[src/rtl/reg_bank_arbiter_if.sv]
// reg_bank_arbiter_if
// Bundles the requester and read-port signals of reg_bank_arbiter.
//   req       [2:0]         write request per requester (level, held until granted)
//   req_addr  [5:0]         bank address, requester i uses [2i+1:2i]
//   req_data  [3*WIDTH-1:0] write data, requester i uses [WIDTH*i +: WIDTH]
//   grant     [2:0]         registered one-hot grant pulse
//   rd_addr   [1:0]         read address into the bank
//   rd_data   [WIDTH-1:0]   registered read data (write-through)
//   conflict                registered pulse, 2+ eligible requesters at last edge
//   wr_count  [7:0]         saturating count of committed writes
// master: requester/reader side; slave: the arbiter.
interface reg_bank_arbiter_if #(
   parameter int WIDTH = 7
);
   logic [2:0]         req;
   logic [5:0]         req_addr;
   logic [3*WIDTH-1:0] req_data;
   logic [2:0]         grant;
   logic [1:0]         rd_addr;
   logic [WIDTH-1:0]   rd_data;
   logic               conflict;
   logic [7:0]         wr_count;

   modport master (
      output req, req_addr, req_data, rd_addr,
      input  grant, rd_data, conflict, wr_count
   );

   modport slave (
      input  req, req_addr, req_data, rd_addr,
      output grant, rd_data, conflict, wr_count
   );
endinterface

[src/rtl/reg_bank_arbiter.sv]
// reg_bank_arbiter
// Four-entry register bank written by three requesters through a round-robin
// arbiter. One write per edge at most; the winner gets a one-cycle grant.
//   clk    rising-edge clock
//   reset  synchronous, active-low
//   bus    reg_bank_arbiter_if.slave (requests, grant, read port, status)
module reg_bank_arbiter #(
   parameter int WIDTH = 7
) (
   input  logic              clk,
   input  logic              reset,
   reg_bank_arbiter_if.slave bus
);

   logic [WIDTH-1:0] bank [4];
   logic [1:0]       rr_ptr;

   logic [2:0]       eligible_p0;
   logic             vld_p0;
   logic [1:0]       win_idx_p0;
   logic [1:0]       win_addr_p0;
   logic [WIDTH-1:0] win_data_p0;
   logic [2:0]       grant_p0;
   logic             conflict_p0;
   logic [1:0]       rr_next_p0;
   logic [WIDTH-1:0] rd_data_p0;

   // (a + b) mod 3 for operands already in 0..2
   function automatic logic [1:0] mod3_add(input logic [1:0] a, input logic [1:0] b);
      logic [2:0] sum;
      sum = {1'b0, a} + {1'b0, b};
      if (sum >= 3'd3)
         sum = sum - 3'd3;
      return sum[1:0];
   endfunction

   function automatic logic [7:0] sat_inc(input logic [7:0] cnt);
      return (cnt == 8'hFF) ? cnt : cnt + 8'd1;
   endfunction

   // Stage p0: arbitration, write select and read bypass
   always_comb begin
      // A requester granted this cycle is masked so its held request
      // is not written a second time at the next edge.
      eligible_p0 = bus.req & ~bus.grant;
      vld_p0      = 1'b0;
      win_idx_p0  = 2'd0;
      // Scan from the farthest offset down so the nearest one to rr_ptr wins.
      for (int k = 2; k >= 0; k--) begin
         if (eligible_p0[mod3_add(rr_ptr, 2'(k))]) begin
            vld_p0     = 1'b1;
            win_idx_p0 = mod3_add(rr_ptr, 2'(k));
         end
      end

      win_addr_p0 = bus.req_addr[1:0];
      win_data_p0 = bus.req_data[WIDTH-1:0];
      case (win_idx_p0)
         2'd1: begin
            win_addr_p0 = bus.req_addr[3:2];
            win_data_p0 = bus.req_data[2*WIDTH-1:WIDTH];
         end
         2'd2: begin
            win_addr_p0 = bus.req_addr[5:4];
            win_data_p0 = bus.req_data[3*WIDTH-1:2*WIDTH];
         end
         default: ;
      endcase

      grant_p0    = vld_p0 ? (3'b001 << win_idx_p0) : 3'b000;
      conflict_p0 = (eligible_p0[0] & eligible_p0[1]) |
                    (eligible_p0[0] & eligible_p0[2]) |
                    (eligible_p0[1] & eligible_p0[2]);
      rr_next_p0  = vld_p0 ? mod3_add(win_idx_p0, 2'd1) : rr_ptr;

      // Write-through: a read of the address being written returns the new data.
      if (vld_p0 && (win_addr_p0 == bus.rd_addr))
         rd_data_p0 = win_data_p0;
      else
         rd_data_p0 = bank[bus.rd_addr];
   end

   // Stage p1: registered bank, outputs and pointer
   always_ff @(posedge clk) begin
      if (!reset) begin
         for (int i = 0; i < 4; i++)
            bank[i] <= '0;
         bus.grant    <= 3'b000;
         bus.rd_data  <= '0;
         bus.conflict <= 1'b0;
         bus.wr_count <= 8'd0;
         rr_ptr       <= 2'd0;
      end else begin
         if (vld_p0) begin
            bank[win_addr_p0] <= win_data_p0;
            bus.wr_count      <= sat_inc(bus.wr_count);
         end
         bus.grant    <= grant_p0;
         bus.rd_data  <= rd_data_p0;
         bus.conflict <= conflict_p0;
         rr_ptr       <= rr_next_p0;
      end
   end

endmodule

[src/flat_wrapper.sv]
// flat-port wrapper written by rule: the top's interface ports become plain ports
module reg_bank_arbiter_flat 
#(
   parameter int WIDTH = 7
)
  (clk, reset, bus_req, bus_req_addr, bus_req_data, bus_rd_addr, bus_grant, bus_rd_data, bus_conflict, bus_wr_count);
  reg_bank_arbiter_if #(.WIDTH(WIDTH)) bus_i ();
  input  logic clk;
  input  logic reset;
  input wire logic [$bits(bus_i.req)-1:0] bus_req;
  input wire logic [$bits(bus_i.req_addr)-1:0] bus_req_addr;
  input wire logic [$bits(bus_i.req_data)-1:0] bus_req_data;
  input wire logic [$bits(bus_i.rd_addr)-1:0] bus_rd_addr;
  output wire logic [$bits(bus_i.grant)-1:0] bus_grant;
  output wire logic [$bits(bus_i.rd_data)-1:0] bus_rd_data;
  output wire logic [$bits(bus_i.conflict)-1:0] bus_conflict;
  output wire logic [$bits(bus_i.wr_count)-1:0] bus_wr_count;
  assign bus_i.req = bus_req;
  assign bus_i.req_addr = bus_req_addr;
  assign bus_i.req_data = bus_req_data;
  assign bus_i.rd_addr = bus_rd_addr;
  assign bus_grant = bus_i.grant;
  assign bus_rd_data = bus_i.rd_data;
  assign bus_conflict = bus_i.conflict;
  assign bus_wr_count = bus_i.wr_count;
  reg_bank_arbiter #(.WIDTH(WIDTH)) u_core (.clk(clk), .reset(reset), .bus(bus_i));
endmodule
[config.mk]
export PLATFORM = sky130hd
export DESIGN_NAME = reg_bank_arbiter_flat
export DESIGN_NICKNAME = d
export VERILOG_FILES = /design/src/rtl/reg_bank_arbiter_if.sv /design/src/rtl/reg_bank_arbiter.sv /design/src/flat_wrapper.sv
export SDC_FILE = /design/constraint.sdc
export NUM_CORES = 1
export LEC_CHECK = 0
export CAP_MARGIN = 20
export CORE_ASPECT_RATIO = 1.4
export CORE_MARGIN = 5
export CORE_UTILIZATION = 53
export CTS_BUF_LIST = sky130_fd_sc_hd__clkbuf_4
export CTS_CLUSTER_SIZE = 28
export DETAILED_ROUTE_END_ITERATION = 10
export PLACE_DENSITY = 0.81
export SYNTH_ARGS = -nofsm -noshare
export SYNTH_HDL_FRONTEND = slang
export SYNTH_SLANG_ARGS = --single-unit
[constraint.sdc]
create_clock -name clk -period 4.5 [get_ports clk]
set_input_delay 1.125 -clock clk [delete_from_list [all_inputs] [get_ports clk]]
set_output_delay 1.125 -clock clk [all_outputs]
set_load 0.01 [all_outputs]
==> impl_metrics.json, run 1 <==
{
  "end_kind": "flip-flop",
  "stdcell_count": 349,
  "die_y_um": 92.0,
  "diodes": 0,
  "finalPower_w": 0.00183,
  "crit_arrival_ns": 4.17,
  "drv_cap": 0,
  "crit_type": "in2reg",
  "final_nets": 324,
  "vias_per_cell": 5.71,
  "clkTransAtPathRegs_ns": 0.14,
  "layout_commonest_cell": "clkdlybuf4s50_1",
  "final_cell_mix": "clkdlybuf4s50_1 (52), nand2_1 (38), edfxtp_1 (28)",
  "io_pins": 53,
  "start_util": 0.552,
  "place_congestion": 0.881,
  "placedCellCount": 341,
  "max_freq_mhz": 255,
  "synth_fp_nets": 269,
  "drc_errors": 0,
  "groute.usage.overall": 0.208,
  "relSlewSlack": 0.527,
  "finalSetupViolCount": 0,
  "max_slew.worst_pin.slew_ns": 0.707,
  "ctsHoldBuffers": 0,
  "synth_area_leaders": "edfxtp_1 (33%), dfxtp_1 (17%), mux4_2 (6.2%)",
  "htree_levels": 2,
  "cts_root_buf": "clkbuf_4",
  "slew_viol_final": 0,
  "rows": 29,
  "ant_nets": 0,
  "fin_skew_ns": 0.00527,
  "wire_per_inst_um": 17.3,
  "dr.pass1.iters": 5,
  "rsz0062_at_grt": "false",
  "post_cts_buffers": 0,
  "ir_drop_v": 0.000351,
  "post-route-cell-area_um2": 3240,
  "ctsResizeCount": 0,
  "drive_gt1_frac": 0.136,
  "die_x_um": 68.6,
  "insertion_delay_ns": 0.37,
  "totalWireLength_um": 6050,
  "core-area_um2": 4610,
  "cts_max_path_buffers": 2,
  "cp_max_fo": 10,
  "nFillCells": 364,
  "worst_hold_slack_ns": 0.520,
  "cts_tree": "done",
  "pwr_density_cell_nw_per_um2": 564,
  "dp_hpwl_um": 4700,
  "grt_max_degree": 17,
  "ys_seq_area_frac": 0.496,
  "synth-seq-cells": 49,
  "grt_pass1_wl_um": 9760,
  "hp-class": "reg2reg",
  "finalCriticalPeriod_ns": 3.92,
  "worstPathRequired_ns": 4.75,
  "yosys.area.top_type": "edfxtp_1",
  "crit_path_start_kind": "input pin",
  "synth_top_area_frac": 0.331,
  "cts_buffers": 5,
  "syn_to_final_growth_pct": 27.3,
  "grt_pass1_vias": 2076,
  "syn_inst": 231,
  "syn-cell-area_um2": 2540,
  "drt_iter0_markers": 86,
  "num_vias": 1993,
  "r2r_setup_slack_ns": 0.97,
  "fin_setup_tns_ns": 0,
  "cts_sinks": 49,
  "place_area_um2": 3130,
  "status": "finished, final reports clean",
  "grt-ovfl-total": 0,
  "fin_crit_sh": 0.871,
  "leakage_nw": 1.28,
  "die_area_um2": 6300,
  "antenna_found_initial": 0,
  "synth_cell_type_count": 45,
  "io_buffer_count": 52,
  "finalHoldViolations": 0,
  "synth_area_per_cell_um2": 11.0,
  "yosys_warnings": 0
}
[critical path, stage by stage]
cell and delay, ns:
clkdlybuf4s50_1 0.41, nand2b_1 0.13, a211oi_1 0.08, a2111oi_0 0.56, ha_1 0.28, inv_1 0.05, o41a_1 0.22, a221o_1 0.43
buf_4 0.20, xnor2_1 0.12, and3_1 0.43, o32ai_2 0.13
[logic make-up (layout without fill, tap and decap cells)]
family,Yosys count,in the layout,share of synthesized area
AOI/OAI and AO/OA,35,35,0.133
xor gates and xnor gates,9,9,0.0384
adders and majority gates,5,5,0.0236
buffers and inverters,25,81,0.0477
DFF,49,49,0.496
muxes,8,8,0.0659
and+or+nand+nor,100,100,0.195
[power breakdown]
part / internal [W] / switching, W / leakage, nW
Combinational: 0.000362 / 0.000484 / 0.756
Clock: 0.000175 / 0.000147 / 0.0558
Sequential: 0.000612 / 0.0000459 / 0.465
Total: 0.00115 / 0.000677 / 1.28
[area by class of cell]
class / instances / area (um^2) / area share
clock inverters: 3 / 68.8 / 0.0213
inverters: 14 / 52.6 / 0.0162
well taps: 62 / 77.6 / 0.0240
multi-input cells: 157 / 1170 / 0.361
repair buffers: 59 / 573 / 0.177
clock buffers: 5 / 37.5 / 0.0116
flip-flops and latches: 49 / 1260 / 0.389
[flip-flops by register name, summed over array words and instances, names as in the netlist]
name and flops:
u_core.bank 28, u_core.bus.conflict 1, u_core.bus.grant 3, u_core.bus.rd_data 7
u_core.bus.wr_count 8, u_core.rr_ptr 2
[per-stage QoR]
stage | setup slack [ns] | utilization
floorplan | 0.457 | -
global placement | 0.349 | 0.680
detailed placement | 0.211 | 0.680
CTS | 0.609 | 0.703
global route | 0.280 | 0.703
finish | 0.582 | 0.703
[path summary, 6_finish.rpt]
| check | from | end | depth (start not counted) |
|---|---|---|---|
| worst min register to register | u_core.rr_ptr[1]$_SDFFE_PN0P_ | u_core.rr_ptr[1]$_SDFFE_PN0P_ | 2 |
| worst min-delay path | u_core.rr_ptr[1]$_SDFFE_PN0P_ | u_core.rr_ptr[1]$_SDFFE_PN0P_ | 2 |
| worst max-delay path | bus_req[0] | u_core.bus.rd_data[6]$_SDFF_PN0_ | 12 |
| worst max register to register | u_core.rr_ptr[0]$_SDFFE_PN0P_ | u_core.bus.rd_data[6]$_SDFF_PN0_ | 12 |
[synthesized netlist by cell type, drive strengths merged]
library cell	count
a2111oi	1
a211oi	3
a21boi	1
a21oi	6
a221o	2
a22oi	7
a311oi	1
and2	5
and3	11
and4	1
buf	5
clkbuf	6
dfxtp	21
edfxtp	28
ha	4
inv	14
maj3	1
mux2i	1
mux4	7
nand2	38
nand2b	3
nand3	3
nand4	6
nor2	25
nor2b	1
nor3	5
nor4	1
o21ai	5
o311a	1
o32ai	7
o41a	1
or3	1
xnor2	6
xor2	3
[per-layer routing]
metal  global-route usage  vias up  part of all wire
met5                    0        -                 0
met4               0.0730        0             0.021
met3               0.0452       10             0.047
met2                0.384       71              0.56
met1                0.223      968              0.37
li1                     -      944                 -
Power figures use the tool's default switching activity.
==> inputs of run 2 (changes only) <==
CORE_UTILIZATION = 45   (was 53)
PLACE_DENSITY = 0.71   (was 0.81)
==> run 2 against run 1 <==
Effect of this change:
- design area shrank 0.23%
- register-to-register slack gained 0.26 ns
- die area grew 15%
- maximum frequency grew 5.5%
- sequential share of layout area grew 0.091 points
- non-clock buffer count grew 1
- first-iteration DRC count grew 23%
- final cell count grew 2.0%
- clock skew grew 0.0049 ns
- via count shrank 1.6%
==> impl_metrics.json, run 2 (synthesized netlist as in run 1, its figures left out) <==
{
  "status": "finished, final reports clean",
  "cts_tree": "done",
  "cts_sinks": 49,
  "die_x_um": 73.5,
  "rows": 32,
  "start_util": 0.460,
  "slew_viol_final": 0,
  "largest-register": "u_core.bank",
  "num_vias": 1961,
  "end_kind": "flip-flop",
  "rsz0062_at_grt": "false",
  "io_pins": 53,
  "dr.pass1.iters": 4,
  "largest_reg_flops": 28,
  "die_area_um2": 7280,
  "htree_levels": 2,
  "drive_gt1_frac": 0.139,
  "die_y_um": 99.0,
  "fin_crit_sh": 0.825,
  "syn_to_final_growth_pct": 27.0,
  "hp-class": "reg2reg",
  "nFillCells": 483,
  "drt_iter0_markers": 106,
  "ctsResizeCount": 0,
  "relSlewSlack": 0.520,
  "leakage_nw": 1.27,
  "final_nets": 325,
  "grt-ovfl-total": 0,
  "fin_skew_ns": 0.0102,
  "pwr_density_cell_nw_per_um2": 548,
  "crit_type": "in2reg",
  "ir_drop_v": 0.000246,
  "final_cell_mix": "clkdlybuf4s50_1 (52), nand2_1 (38), edfxtp_1 (28)",
  "finalSetupViolCount": 0,
  "stdcell_count": 356,
  "insertion_delay_ns": 0.37,
  "worstPathRequired_ns": 4.75,
  "place_congestion": 0.891,
  "totalWireLength_um": 6030,
  "grt_pass1_wl_um": 9890,
  "max_slew.worst_pin.slew_ns": 0.718,
  "largestRegisters": "u_core.bank (28), u_core.bus.wr_count (8), u_core.bus.rd_data (7)",
  "layout_commonest_cell": "clkdlybuf4s50_1",
  "fin_setup_tns_ns": 0,
  "placedCellCount": 348,
  "vias_per_cell": 5.51,
  "drc_errors": 0,
  "groute.usage.overall": 0.177,
  "dp_hpwl_um": 4750,
  "cp_max_fo": 13,
  "wire_per_inst_um": 16.9,
  "ctsHoldBuffers": 0,
  "finalCriticalPeriod_ns": 3.71,
  "ant_nets": 0,
  "max_freq_mhz": 269,
  "cts_max_path_buffers": 2,
  "cts_buffers": 5,
  "antenna_found_initial": 0,
  "crit_path_start_kind": "input pin",
  "io_buffer_count": 52,
  "post_cts_buffers": 0,
  "grt_max_degree": 17,
  "worst_hold_slack_ns": 0.522,
  "cts_root_buf": "clkbuf_4",
  "drv_cap": 0,
  "crit_arrival_ns": 3.96,
  "clkTransAtPathRegs_ns": 0.15,
  "core-area_um2": 5530,
  "grt_pass1_vias": 2112,
  "diodes": 0,
  "finalHoldViolations": 0
}
[run 2: layout make-up]
type                    instances  area [um^2]  share of cell area
inverters                      14         52.6              0.0163
clock inverters                 3         46.3              0.0143
multi-input cells             157         1170               0.361
repair buffers                 60          581               0.180
flip-flops and latches         49         1260               0.390
clock buffers                   5         37.5              0.0116
well taps                      68         85.1              0.0263
[run 2: path summary, 6_finish.rpt]
kind	slack [ns]	endpoint	cells past startpoint	startpoint
setup reg to reg	1.23	u_core.bus.rd_data[5]$_SDFF_PN0_	12	u_core.rr_ptr[0]$_SDFFE_PN0P_
hold / removal	0.52	u_core.rr_ptr[0]$_SDFFE_PN0P_	2	u_core.rr_ptr[0]$_SDFFE_PN0P_
setup / recovery	0.79	u_core.bus.rd_data[5]$_SDFF_PN0_	12	bus_req[0]
hold reg to reg	0.52	u_core.rr_ptr[0]$_SDFFE_PN0P_	2	u_core.rr_ptr[0]$_SDFFE_PN0P_
[run 2: report_power, final]
part | internal [W] | leakage (nW) | switching, W
clock | 0.000118 | 0.0414 | 0.000150
combinational | 0.000365 | 0.760 | 0.000480
sequential | 0.000612 | 0.465 | 0.0000443
total | 0.00110 | 1.27 | 0.000674
[run 2: routing by layer]
layer  vias up  GRT usage  part of all wire
met3        14     0.0459             0.055
li1        947          -                 -
met5         -          0                 0
met2        62      0.324              0.55
met1       938      0.183              0.36
met4         0     0.0767             0.029
[run 2: stage by stage]
step	setup slack [ns]	instance area, um^2	utilization	power (W)
detailed placement	0.384	3150	0.570	0.00152
global route	0.615	3230	0.585	0.00189
finish	0.787	3230	0.585	0.00177
global placement	0.493	3150	0.570	0.00149
CTS	0.806	3230	0.585	0.00178
floorplan	0.457	2540	-	0.00124
[run 2: worst max-delay path, cell delays in order]
cell and delay [ns]:
clkdlybuf4s50_1 0.41, nand2b_1 0.15, a211oi_1 0.09, a2111oi_0 0.39, buf_4 0.19, ha_1 0.15, inv_1 0.05, o41a_1 0.17
a221o_1 0.49, xnor2_1 0.19, and3_1 0.43, o32ai_2 0.15
